<file path="src/rtl/cam_pkg.sv">
// Shared types and constants for the OV5642 camera power sequencer.
package cam_pkg;

  localparam int TMR_W = 24;

  // Defaults assume a 100 MHz clock: 1 ms PWDN, 1 ms RESETB, 20 ms boot.
  localparam int DEF_T_PWDN_CYC = 100000;
  localparam int DEF_T_RST_CYC  = 100000;
  localparam int DEF_T_BOOT_CYC = 2000000;

  typedef enum logic [2:0] {
    S_OFF   = 3'd0,
    S_PWDN  = 3'd1,
    S_RST   = 3'd2,
    S_BOOT  = 3'd3,
    S_READY = 3'd4
  } state_t;

  function automatic logic [TMR_W-1:0] tmr_load(input int cyc);
    tmr_load = TMR_W'(cyc - 1);
  endfunction

endpackage

</file>
<file path="src/rtl/seq_timer.sv">
// Loadable down-counter that parks at zero; o_zero flags the final cycle of a state.
module seq_timer
  import cam_pkg::*;
#(
  parameter int W = TMR_W
) (
  input  logic         i_clk,
  input  logic         i_async_rst,
  input  logic         i_load,
  input  logic [W-1:0] i_value,
  output logic         o_zero
);

  logic [W-1:0] r_count;

  always_ff @(posedge i_clk or posedge i_async_rst) begin
    if (i_async_rst) begin
      r_count <= {W{1'b0}};
    end else if (i_load) begin
      r_count <= i_value;
    end else if (r_count != {W{1'b0}}) begin
      r_count <= r_count - {{(W-1){1'b0}}, 1'b1};
    end else begin
      r_count <= r_count;
    end
  end

  assign o_zero = (r_count == {W{1'b0}});

endmodule

</file>
<file path="src/rtl/cam_pwr_seq.sv">
// OV5642 power-up sequencer: PWDN -> RESETB -> boot wait -> ready, with restart.
// Optional macro CAM_PWR_SEQ_XCLK_GATE_EN gates XCLK off until PWDN is released.
module cam_pwr_seq
  import cam_pkg::*;
#(
  parameter int T_PWDN_CYC = DEF_T_PWDN_CYC,
  parameter int T_RST_CYC  = DEF_T_RST_CYC,
  parameter int T_BOOT_CYC = DEF_T_BOOT_CYC
) (
  input  logic i_clk,
  input  logic i_async_rst,
  input  logic i_restart,
  output logic o_cam_pwdn,
  output logic o_cam_resetb,
  output logic o_xclk_en,
  output logic o_cam_ready
);

  localparam logic [TMR_W-1:0] LD_PWDN = tmr_load(T_PWDN_CYC);
  localparam logic [TMR_W-1:0] LD_RST  = tmr_load(T_RST_CYC);
  localparam logic [TMR_W-1:0] LD_BOOT = tmr_load(T_BOOT_CYC);

  state_t           r_state;
  state_t           w_next;
  logic             w_load;
  logic [TMR_W-1:0] w_load_val;
  logic             w_zero;
  logic             w_pwdn;
  logic             w_resetb;
  logic             w_ready;
  logic             w_xclk;

  seq_timer #(.W(TMR_W)) u_timer (
    .i_clk       (i_clk),
    .i_async_rst (i_async_rst),
    .i_load      (w_load),
    .i_value     (w_load_val),
    .o_zero      (w_zero)
  );

  always_ff @(posedge i_clk or posedge i_async_rst) begin
    if (i_async_rst) begin
      r_state <= S_OFF;
    end else begin
      r_state <= w_next;
    end
  end

  // Restart outranks timer expiry; S_OFF always falls through to S_PWDN.
  always_comb begin
    w_next     = r_state;
    w_load     = 1'b0;
    w_load_val = {TMR_W{1'b0}};
    if (i_restart && (r_state != S_OFF)) begin
      w_next = S_OFF;
      w_load = 1'b1;
    end else begin
      case (r_state)
        S_OFF: begin
          w_next     = S_PWDN;
          w_load     = 1'b1;
          w_load_val = LD_PWDN;
        end
        S_PWDN: begin
          if (w_zero) begin
            w_next     = S_RST;
            w_load     = 1'b1;
            w_load_val = LD_RST;
          end else begin
            w_next = S_PWDN;
          end
        end
        S_RST: begin
          if (w_zero) begin
            w_next     = S_BOOT;
            w_load     = 1'b1;
            w_load_val = LD_BOOT;
          end else begin
            w_next = S_RST;
          end
        end
        S_BOOT: begin
          if (w_zero) begin
            w_next = S_READY;
          end else begin
            w_next = S_BOOT;
          end
        end
        S_READY: w_next = S_READY;
        default: w_next = S_OFF;
      endcase
    end
  end

  assign w_pwdn   = (w_next == S_OFF) || (w_next == S_PWDN);
  assign w_resetb = (w_next == S_BOOT) || (w_next == S_READY);
  assign w_ready  = (w_next == S_READY);
`ifdef CAM_PWR_SEQ_XCLK_GATE_EN
  assign w_xclk   = ~w_pwdn;
`else
  assign w_xclk   = 1'b1;
`endif

  // Outputs are decoded from the next state so they change on the state edge.
  always_ff @(posedge i_clk or posedge i_async_rst) begin
    if (i_async_rst) begin
      o_cam_pwdn   <= 1'b1;
      o_cam_resetb <= 1'b0;
      o_cam_ready  <= 1'b0;
      o_xclk_en    <= 1'b0;
    end else begin
      o_cam_pwdn   <= w_pwdn;
      o_cam_resetb <= w_resetb;
      o_cam_ready  <= w_ready;
      o_xclk_en    <= w_xclk;
    end
  end

endmodule

</file>
<file path="config.mk">
export PLATFORM = sky130hd
export DESIGN_NAME = cam_pwr_seq
export DESIGN_NICKNAME = d
export VERILOG_FILES = /design/src/rtl/cam_pkg.sv /design/src/rtl/seq_timer.sv /design/src/rtl/cam_pwr_seq.sv
export SDC_FILE = /design/constraint.sdc
export NUM_CORES = 1
export LEC_CHECK = 0
export CORE_MARGIN = 2
export CORE_UTILIZATION = 50
export CTS_BUF_LIST = sky130_fd_sc_hd__clkbuf_4 sky130_fd_sc_hd__clkbuf_8 sky130_fd_sc_hd__clkbuf_16
export DETAILED_ROUTE_END_ITERATION = 7
export HOLD_SLACK_MARGIN = 0.06
export PLACE_DENSITY = 0.7
export SLEW_MARGIN = 30
export SYNTH_ARGS = -nofsm -noshare
export SYNTH_HDL_FRONTEND = slang
export SYNTH_SLANG_ARGS = --single-unit
</file>
<file path="constraint.sdc">
create_clock -name i_clk -period 2.3 [get_ports i_clk]
set_input_delay 0.46 -clock i_clk [delete_from_list [all_inputs] [get_ports i_clk]]
set_output_delay 0.46 -clock i_clk [all_outputs]
set_load 0.005 [all_outputs]
</file>
-- After elaboration in Yosys (flattened, before gate mapping)
Index checks and enable logic that the tools add are counted.
- bits in writable memories: 0
- memory bits (read-only): 0
- word-level logic and storage cells: 38
- bits in latches: 0
- input bits: 3
- output and inout bits: 4
- memories kept: 0
- register bits after elaboration: 31
- multiply operators: 0
- eq/ne operators: 7
- mux-type cells: 14
- $add $sub $neg: 1
- div/mod/pow operators: 0
- shift operators: 0
- magnitude comparators: 0
- reductions and logical operators: 10
- bitwise operators: 0
- operators by type and width (operator ; count):
    case mux 21 bit (3 select lines) ; 1
    2-to-1 mux 24 bit ; 2
    2-to-1 mux 21 bit ; 2
    logical NOT 24 bit ; 1
    nonzero test 24 bit ; 1
    subtractor 24 x 1 -> 24 bit, second input constant ; 1
    2-to-1 mux 17 bit ; 1
    case mux 3 bit (5 select lines) ; 1
    equality test 3 x 2 -> 1 bit, second input constant ; 3
    equality test 3 x 1 -> 1 bit, second input constant ; 2
    equality test 3 bit, second input constant ; 2
    logical NOT 3 bit ; 2
    2-to-1 mux 3 bit ; 2
    2-to-1 mux 1 bit ; 3
    nonzero test 3 bit ; 1
    logical OR 1 bit ; 2
    2-to-1 mux 2 bit ; 1
    case mux 1 bit (2 select lines) ; 1
    nonzero test 2 bit ; 1
    OR reduction 2 bit ; 1
    logical AND 1 bit ; 1

-- Logic depth before layout (Yosys ltp)
- word-level depth: 6
- mapped depth: 8

-- Hierarchy
A second synthesis with hierarchy kept.
- cells, all modules: 218
- area, all modules: 1956.9 µm²
- modules (own cells, without submodules) (module ; area an instance (µm²) ; times used ; seq. area each (µm²) ; cells an instance):
    seq_timer ; 1581.5 ; 1 ; 600.6 ; 178
    cam_pwr_seq ; 375.4 ; 1 ; 176.4 ; 40

-- Worst setup path after synthesis
OpenSTA, ideal clock, no wires.
- path kind: register to register
- from: reg u_timer.r_count[0]
- to: reg u_timer.r_count[22]
- clock period less this slack: 2478 ps
- setup slack: -178 ps
- arrival: 2405 ps
- buffers on the path: 0
- required time: 2227 ps
- cell stages (with the launch flop): 8
- cells stage by stage: dfrtp_1 > inv_1 > ha_1 > nor3b_1 > or4b_4 > or4_1 > or3_1 > a21oi_2
- cells in the longest elaborated chain, start to end: 5
- elaborated cells between the ends (all ways): 9
- those cells by class: 1 x add/sub; 5 x mux; 3 x reduce/logical
- ends and longest elaborated chain (element ; RTL line ; source):
    start, declared ; seq_timer.sv:14 ; logic [W-1:0] r_count;
    start signal, assigned ; seq_timer.sv:18 ; r_count <= {W{1'b0}};
    start signal, assigned ; seq_timer.sv:20 ; r_count <= i_value;
    start signal, assigned ; seq_timer.sv:22 ; r_count <= r_count - {{(W-1){1'b0}}, 1'b1};
    parallel branches: the longest is 5 deep, another holds subtractor 24 x 1 -> 24 bit ; n/a ;
Several ways; the timed one is not identified. The select of a mux whose other input is x is not followed.
A chain may end at the register's enable or synchronous reset.

-- Worst setup path after layout
- from: reg u_timer.r_count[15]
- to: reg u_timer.r_count[22]
Same word-level chain as after synthesis.

==> flow_summary.toml <==
[finish]
diodes = 0
nNetsFinal = 224
final_core_util = 0.707
syn2layout_area_growth_pct = 32.3
drive_above_1_share = 0.320

[worst_setup_path]
end_kind = "register"
critPathArrivalTime_ns = 2.72
critPathMaxFanout = 3
endpoint = "u_timer.r_count[22]$_DFFE_PP0P_"
path_class = "register to register"
r2r_cells = 5
startpoint_type = "register"
cp.required_ns = 2.56
rr_startpoint = "u_timer.r_count[15]$_DFFE_PP0P_"
reg2reg_setup_slack_ns = -0.16
critPathLaunch = "u_timer.r_count[15]$_DFFE_PP0P_"
r2r_end = "u_timer.r_count[22]$_DFFE_PP0P_"

[timing]
fin_skew_ns = 0.00570
finalSetupViolations = 1
min_period_over_period = 1.07
setup_tns_ns = -0.156
rsz0062_at_grt = "yes"
slew_violations = 0
finalCriticalPeriod_ns = 2.46
fmax_mhz = 407
setup_slack_ns = -0.156
hold_viol_final = 0
max-slew-margin-rel = 0.645
worst_pin_slew_ns = 0.527

[placed_design]
place.gp.congestion = 0.867
place_hpwl_um = 3050
place_ws_ns = -0.165
port_buffers = 6

[synth]
synthesis.nets = 176
synth_area_leaders = "dfrtp_1, xnor2_1, a21oi_1, nor2_1, xor2_1"
ys_ff_latch = 31
synth_largest_area_cell = "dfrtp_1"
synth_edf_count = 0
syn-cell-area_mm2 = 0.00166
async_flop_share = 1.00
ys_warn_count = 0
ys_seq_area_frac = 0.468
synth_cell_types = 47
syn-instance-count = 171
avgSynthCellArea_um2 = 9.70
synth_top_area_frac = 0.452
synth_ff_type = "dfrtp_1"

[global_routing]
gr-total-overflow = 0
grt_usage = 0.253
grt_start_max_net_pins = 21
grt_pass1_vias = 1533
antenna_found_initial = 0
grt_pass1_wl_um = 6960

[pwr]
power_density_mw_per_mm2 = 550
ir_drop_v = 0.000392
p_switching_uw = 352
seqPwrFrac = 0.492
power_leakage_uw = 0.000942
power_frac_clock = 0.270
share_comb_of_total_power = 0.238
power.internal_uw = 856
switching_share = 0.291

[clock_network]
cts_buffers = 5
cts.sinks = 31
ctsHoldBuffers = 0
cts_root_buffer = "clkbuf_4"
clockBufferDepth = 2
clk_latency_ns = 0.33
clk_pin_slew_ns = 0.10
cts_tree = "yes"
cts-htree-levels = 2

[hold_path]
holdCritPathClass = "input pin to async pin"

[floorplanning]
core_area_mm2 = 0.00310
initial_core_util = 0.535
rows = 20
die_y_um = 61.6
die_area_mm2 = 0.00380
num_io_pins = 7
die_w_um = 61.6

[routing]
drt_first_pass_iters = 4
drt_wl_total_um = 4150
avgViaCountPerCell = 5.73
first_iter_violations = 94
drc = 0
vias = 1508
postRouteAntennaNets = 0
routedWlPerCell_um = 15.8

[flow_run]
cap_violations = 0

[status]
failed_checks = "setup timing"
status = "complete, but fails checks"
-- cells in the final DEF, fill, tap and decap left out, types with 3 or more instances in the layout --
master,netlist,final
a21oi_1,14,14
buf_4,0,41
clkbuf_4,0,5
clkdlybuf4s50_1,0,6
dfrtp_1,30,30
nand2_1,6,5
nand3_1,5,5
nor2_1,18,18
nor2b_1,4,4
nor3_1,5,5
nor4_1,4,3
o21ai_0,9,9
or3_1,5,4
or4_1,5,3
or4_4,2,4
xnor2_1,13,13
xor2_1,7,7
-- stage by stage --
step	std cells	total power, µW	hold WS [ns]	cell area [µm²]
floorplan	171	743	0.497	1670
global placement	251	854	0.520	2050
detailed placement	251	868	0.556	2050
CTS	258	1190	0.461	2110
global route	263	1260	0.497	2190
finish	263	1210	0.448	2190
-- cells by family (layout without fill, tap and decap cells) --
logic type / count (synthesis) / after routing / synth area share
other: 1 / 1 / 0.00226
DFF: 31 / 31 / 0.468
xor gates and xnor gates: 20 / 20 / 0.106
AOI/OAI and AO/OA: 40 / 40 / 0.151
and+or+nand+nor: 66 / 66 / 0.228
buffers and inverters: 10 / 58 / 0.0234
adders and majority gates: 3 / 3 / 0.0211
-- sequential cells by signal, summed over array words and instances, names as in the netlist --
signal and count:
o_xclk_en 1, o_cam_pwdn 1, o_cam_resetb 1, r_state 3
o_cam_ready 1, u_timer.r_count 24
-- how the worst min path moves through the flow --
| stage | endpoint |
|---|---|
| detailed placement | u_timer.r_count[23]$_DFFE_PP0P_ |
| global placement | u_timer.r_count[23]$_DFFE_PP0P_ |
| global route | o_xclk_en$_DFF_PP0_ |
| floorplan | u_timer.r_count[23]$_DFFE_PP0P_ |
| CTS | o_xclk_en$_DFF_PP0_ |
| finish | o_xclk_en$_DFF_PP0_ |
-- worst max-delay path: stages (launching register included) --
cell and delay [ns]:
dfrtp_1 0.39, or4_4 0.57, or4b_4 0.54, or4_4 0.43
or3_4 0.34, a21oi_2 0.12
-- layer usage --
metal  up-vias  GRT usage  routed length (µm)
met5         -          0                   0
met4         0     0.0912                  86
met3        11     0.0504                 243
met2        50      0.433                2170
met1       733      0.316                1650
li1        714          -                   -
-- what timing repair did --
action                                  in CTS  in global routing
buffers inserted                             0                  5
gates resized for setup                      3                 10
endpoints found under the hold margin        0                  0
pin swaps                                    0                  6
endpoints found under the setup margin      29                 30
-- final cells by class --
class	count	area [µm²]
flip-flops and latches	31	777
well taps	44	55.1
fillers	262	908
multi-input cells	130	907
repair buffers	48	388
clock inverters	1	5.00
inverters	3	11.3
clock buffers	6	51.3
-- Yosys cell counts (4+ instances only) --
master and instances:
clkbuf_1 5, xor2_1 7, nand3_1 5, a21oi_1 14
nor4_1 4, nor2_1 18, nor2b_1 4, xnor2_1 13
nor3_1 5, or4_1 5, dfrtp_1 30, or3_1 5
nand2_1 6, o21ai_0 9
-- power by group through the flow --
| stage | Combinational [µW] | Clock (µW) | Sequential (µW) |
|---|---|---|---|
| 2_1_floorplan | 137 | 0 | 607 |
| 3_3_place_gp | 255 | 0 | 599 |
| 3_5_place_dp | 267 | 0 | 601 |
| 4_1_cts | 270 | 331 | 590 |
| 5_1_grt | 315 | 351 | 598 |
| 6_report | 288 | 325 | 594 |
No activity file was read; power rests on OpenSTA's default activity.
